**src/rtl/sha3_output_interface.sv**
```systemverilog
// sha3_output_interface: captures a 1600-bit Keccak state and streams it as NOUT dox-tagged 200-bit chunks.
// First chunk is valid one cycle after load; stopout holds all outputs. Define OUTPUT_PARITY_EN for dpar.
module sha3_output_interface #(
  parameter int NOUT    = 8,
  parameter int CHUNK_W = 200
) (
  input  logic               clk,
  input  logic               reset,
  input  logic               load,
  input  logic [1599:0]      state_in,
  output logic               ready,
  output logic               pushout,
  input  logic               stopout,
  output logic [2:0]         dox,
  output logic [CHUNK_W-1:0] dout
`ifdef OUTPUT_PARITY_EN
  ,
  output logic               dpar
`endif
);

  localparam int         NCHUNK   = 8;
  localparam int         STATE_W  = NCHUNK * CHUNK_W;
  localparam logic [2:0] LAST_IDX = 3'(NOUT - 1);

  typedef enum logic {
    S_IDLE = 1'b0,
    S_SEND = 1'b1
  } state_t;

  state_t               r_state;
  state_t               w_state_nxt;
  logic [STATE_W-1:0]   r_cap;
  logic [2:0]           r_cnt;
  logic [2:0]           w_cnt_nxt;
  logic [2:0]           w_cnt_inc;
  logic                 r_ready;
  logic                 w_ready_nxt;
  logic                 r_pushout;
  logic                 w_pushout_nxt;
  logic [CHUNK_W-1:0]   r_dout;
  logic [CHUNK_W-1:0]   w_dout_nxt;
  logic                 w_capture;
  logic [CHUNK_W-1:0]   w_cap_chunks [NCHUNK];

  // Chunk k is simply the k-th 200-bit slice of the x+5y lane-ordered state.
  for (genvar k = 0; k < NCHUNK; k++) begin : g_chunk
    assign w_cap_chunks[k] = r_cap[k*CHUNK_W +: CHUNK_W];
  end

  assign w_cnt_inc = r_cnt + 3'd1;

  always_ff @(posedge clk or negedge reset) begin
    if (!reset) begin
      r_state   <= S_IDLE;
      r_cnt     <= '0;
      r_ready   <= 1'b1;
      r_pushout <= 1'b0;
      r_dout    <= '0;
    end else begin
      r_state   <= w_state_nxt;
      r_cnt     <= w_cnt_nxt;
      r_ready   <= w_ready_nxt;
      r_pushout <= w_pushout_nxt;
      r_dout    <= w_dout_nxt;
    end
  end

  always_ff @(posedge clk or negedge reset) begin
    if (!reset) begin
      r_cap <= '0;
    end else if (w_capture) begin
      r_cap <= state_in;
    end
  end

  always_comb begin
    w_state_nxt   = r_state;
    w_cnt_nxt     = r_cnt;
    w_ready_nxt   = r_ready;
    w_pushout_nxt = r_pushout;
    w_dout_nxt    = r_dout;
    w_capture     = 1'b0;
    case (r_state)
      S_IDLE: begin
        if (load) begin
          // Chunk 0 comes straight from state_in since the capture lands on the same edge.
          w_capture     = 1'b1;
          w_state_nxt   = S_SEND;
          w_cnt_nxt     = '0;
          w_ready_nxt   = 1'b0;
          w_pushout_nxt = 1'b1;
          w_dout_nxt    = state_in[CHUNK_W-1:0];
        end
      end
      S_SEND: begin
        if (!stopout) begin
          if (r_cnt == LAST_IDX) begin
            w_state_nxt   = S_IDLE;
            w_cnt_nxt     = '0;
            w_ready_nxt   = 1'b1;
            w_pushout_nxt = 1'b0;
            w_dout_nxt    = '0;
          end else begin
            w_cnt_nxt  = w_cnt_inc;
            w_dout_nxt = w_cap_chunks[w_cnt_inc];
          end
        end
      end
      default: begin
        w_state_nxt = S_IDLE;
      end
    endcase
  end

`ifdef OUTPUT_PARITY_EN
  logic r_dpar;

  // Parity is computed from the next chunk so it stays aligned with r_dout, stalls included.
  always_ff @(posedge clk or negedge reset) begin
    if (!reset) begin
      r_dpar <= 1'b0;
    end else begin
      r_dpar <= ^w_dout_nxt;
    end
  end

  assign dpar = r_dpar;
`endif

  assign ready   = r_ready;
  assign pushout = r_pushout;
  assign dox     = r_cnt;
  assign dout    = r_dout;

endmodule

```
**config.mk**
```make
export PLATFORM = sky130hd
export DESIGN_NAME = sha3_output_interface
export DESIGN_NICKNAME = d
export VERILOG_FILES = /design/src/rtl/sha3_output_interface.sv
export SDC_FILE = /design/constraint.sdc
export NUM_CORES = 2
export LEC_CHECK = 0
export BUFFER_PORTS_ARGS = -buffer_cell sky130_fd_sc_hd__buf_2
export CORE_AREA = 3 3 696 698
export DETAILED_ROUTE_END_ITERATION = 16
export DIE_AREA = 0 0 699 701
export PLACE_DENSITY_LB_ADDON = 0.08
export SETUP_SLACK_MARGIN = 0.02
export SLEW_MARGIN = 20
export SYNTH_ARGS = -nofsm -noshare
export SYNTH_HDL_FRONTEND = slang
export SYNTH_SLANG_ARGS = --single-unit
```
**constraint.sdc**
```tcl
create_clock -name clk -period 4.55 [get_ports clk]
set_input_delay 1.1375 -clock clk [delete_from_list [all_inputs] [get_ports clk]]
set_output_delay 1.1375 -clock clk [all_outputs]
set_load 0.02 [all_outputs]
```
## Word-level counts from Yosys, hierarchy flattened

Cells that the tools add are included.
Widths: inputs -> output; s select.

- Bits in registers: 1806

- Order comparisons: 1
- Mux-type cells: 24
- Add/sub/neg operators: 1
- Bitwise logic cells: 2
- Equality and inequality tests: 4
- Reductions and logical operators: 2

Operator list:

| operator | number |
|---|---|
| $mux 200 | 5 |
| $bmux 200 s3 | 1 |
| $pmux 200 s2 | 1 |
| $mux 1 | 10 |
| $mux 3 | 3 |
| $pmux 1 s2 | 3 |
| $pmux 3 s2 | 1 |
| $ge 4x4->1 const B | 1 |
| $ne 2x2->1 const B | 2 |
| $not 3->4 | 1 |
| $add 3x1->3 const B | 1 |
| $eq 3x3->1 const B | 1 |
| $reduce_and 3->1 | 1 |
| $ne 2x1->1 const B | 1 |
| $reduce_and 2->1 | 1 |
| $not 1->1 | 1 |

## Logic depth before layout (Yosys ltp)

- Depth in word-level cells: 8
- Mapped depth: 8
- Mapped depth without buffers: 6

## Worst setup path after synthesis

OpenSTA, ideal clock, no wires.

- Kind: input-to-reg
- Start point: in load
- End point: reg r_cap[1000]
- Arrival: 2.175 ns
- Data required time: 4.485 ns
- Setup time: 0.065 ns
- Setup slack: 2.310 ns
- Stages: 7
- Cell sequence: nor2b_1 buf_2 buf_4 clkbuf_1 clkbuf_1 nand2_1 nand2_1

- Word-level cells in the longest chain between the ends: 2

RTL lines:

| what | line | source |
|---|---|---|
| from (decl) | 9 | `input logic load,` |
| $mux 1 | 86 | `if (load) begin` |
| $mux 1 | 84 | `case (r_state)` |
| to (signal assigned) | 73 | `r_cap <= state_in;` |
| to (decl) | 33 | `logic [STATE_W-1:0] r_cap;` |

Every way passes these cells.
A chain may end at the register's enable or synchronous reset.

## Final worst setup path

- Start point: reg r_cnt[0] (netlist: dox[0])
- End point: out dox[0]

RTL lines:

| what | line | source |
|---|---|---|
| from (decl) | 34 | `logic [2:0] r_cnt;` |
| from (signal assigned) | 62 | `r_cnt <= w_cnt_nxt;` |
| to (decl) | 14 | `output logic [2:0] dox,` |

No word-level cell between the ends.

==> flow_summary.ini <==
[routing]
drtPass1Iterations = 5
routed_wl_microns = 502700
wl_per_cell_microns = 29.22
antenna_left = 0
drc = 0
viasPerCell = 4.227
drt_iter0_drc = 5417
num_vias = 72720

[sta]
tightest_slew_ps = 1336
setup_viol = 0
holdWs_ps = 206.1
drv_slew = 0
finalCritPeriodShare = 0.7756
relSlewSlack = 0.1095
finalCriticalPeriod_ps = 3529
rsz0062_at_grt = false
final-hold-violation-count = 0
totalNegativeSetupSlack_ps = 0
fmax_ghz = 0.2834
clock_skew_ps = 132.3

[grt]
grt_max_degree = 150
overflow = 0
antenna_found_initial = 525
first_global_vias = 75540
grt_pass1_wl_microns = 676100
gr-usage-all-layers = 0.1986

[clock_network]
post_cts_buffers = 0
clkTransAtPathRegs_ps = 60
cts_buffers = 239
ctsHtreeMaxLevel = 4
clkSinkCount = 1806
clk_path_buf_depth = 4
ctsRootBufferMaster = clkbuf_16
clk_latency_ps = 970
ctsHoldBuffers = 0
cts-resized-gates = 0
tritoncts = built

[synthesis]
synth.distinct_cells = 24
synth_top_cell_by_area = dfrtp_1
synth_top_area_share = 0.5545
netlist_area_sq_um = 81450
syn_avg_cell_area_sq_um = 9.224
syn_nets = 10440
synth_warnings = 0
synth-seq-area-share = 0.5549
ys_ff_latch = 1806
synth_cells = 8831
synth_area_leaders = dfrtp_1 55%, nand2_1 23%, mux2_2 5.5%, mux4_2 5.5%, o221a_2 2.5%

[finish]
multiInputGateArea_sq_um = 33500
drive_gt1_frac = 0.2958
num-fill-cells = 53050
layout_commonest_cell = nand2_1
utilization = 0.2224
areaGrowthSynthToFinish_pct = 30.66
finalNetCount = 12050
seqCellArea_sq_um = 45200
final_cell_mix = 5006 x nand2_1, 1807 x buf_2, 1804 x dfrtp_1
final_cells = 17200

[floorplan]
rows = 254
chipWidth_microns = 699
die_y_microns = 701
core_sq_um = 478600
pin_count = 1809
dieArea_sq_um = 490000
initial_core_util = 0.1702

[worst_hold_path]
holdCritPathClass = in -> async

[pwr]
powerDensity_nw_per_um2 = 803.0
finalPower_mw = 85.46
vdd_drop_max_uv = 594.6
p_leak_nw = 52.72

[critical_path]
cp-start-kind = flop
r2r_end = dout[28]$_DFFE_PN0P_
startpoint = dox[0]$_DFFE_PN0P_
cp-end-kind = primary output
r2r.worst_path.cells = 6
worst_ep_arrival_time_ps = 2390
r2r_slack_ps = 1350
cp.required_ps = 3410
rr_startpoint = dox[0]$_DFFE_PN0P_
crit_fanout = 75
crit_type = reg -> out

[run]
max_cap_violations = 0

[placed_design]
dp.final_hpwl_microns = 382800
place_congestion = 0.8360
dp.cells = 16600
port_buffers = 1808

[outcome]
outcome = complete, no violations
[stage by stage]
stage | area, sq um | setup slack, ps
global placement | 97920 | 1052
detailed placement | 97920 | 1028
global route | 106200 | 850.6
finish | 106400 | 1021
CTS | 106000 | 851.1
floorplan | 81450 | 2310
[cells in the mapped netlist]
cell type and count:
inv_1 2, o22ai_1 200, o221a_1 20, dfstp_2 1, nor2_1 2, nand2_1 5007
buf_1 6, nor2b_1 2, nand2b_1 5, o2bb2ai_1 1, ha_1 2, or2_2 1
mux4_2 200, o221a_2 180, dfrtp_1 1805, buf_6 18, clkbuf_1 296, a21oi_1 1
mux2_2 400, buf_2 242, o31ai_1 1, a22o_1 1, o21ai_0 401, buf_4 37
[sequential cells by signal (all words and copies together) (netlist names)]
| signal | count |
|---|---|
| dout | 200 |
| dox | 3 |
| pushout | 1 |
| r_cap | 1600 |
| r_state | 1 |
| ready | 1 |
[layer usage]
layer / share of wire / GRT usage
met5: 0.0012 / 0
met3: 0.054 / 0.03973
met1: 0.40 / 0.2350
met4: 0.041 / 0.07360
met2: 0.51 / 0.3538
[worst max path at each step]
stage	end	slack, ps	depth (start not counted)
final	dox[0]	1020	2
after global routing	dox[0]	850	2
after CTS	dox[0]	850	2
after detailed placement	dout[3]$_DFFE_PN0P_	1030	6
after global placement	dout[3]$_DFFE_PN0P_	1050	6
after floorplan	r_cap[1000]$_DFFE_PN0P_	2310	7
[area by class of cell]
cell class,instances,share of cell area
Clock inverter,75,0.008782
Timing Repair Buffer,1972,0.1053
Clock buffer,362,0.06732
Inverter,2,0.00007054
Sequential cell,1806,0.4247
Tap cell,6400,0.07524
Multi-Input combinational cell,6424,0.3148
Antenna cell,162,0.003809
[worst max-delay path, stage by stage (launching register included)]
cell,delay [ps]
dfrtp_4,620
buf_12,480
buf_2,280
[cells by family (layout without fill, tap and decap cells)]
family	count (synthesis)	after routing	share of synthesized area
other	0	162	0
AO/OA/AOI/OAI	805	805	0.06802
AND/OR/NAND/NOR	5017	5017	0.2314
buffers and inverters	601	2411	0.03478
adder cells (fa/ha/maj)	2	2	0.0003072
flip-flops	1806	1806	0.5549
multiplexers	600	600	0.1106
[report_power, final]
group | total [mW] | leakage [nW] | internal (mW) | switching [mW]
Clock | 19.9 | 3.99 | 11.6 | 8.29
Sequential | 28.7 | 22.3 | 23.8 | 4.90
Combinational | 36.9 | 26.4 | 14.3 | 22.5
No activity file was read; power rests on OpenSTA's default activity.
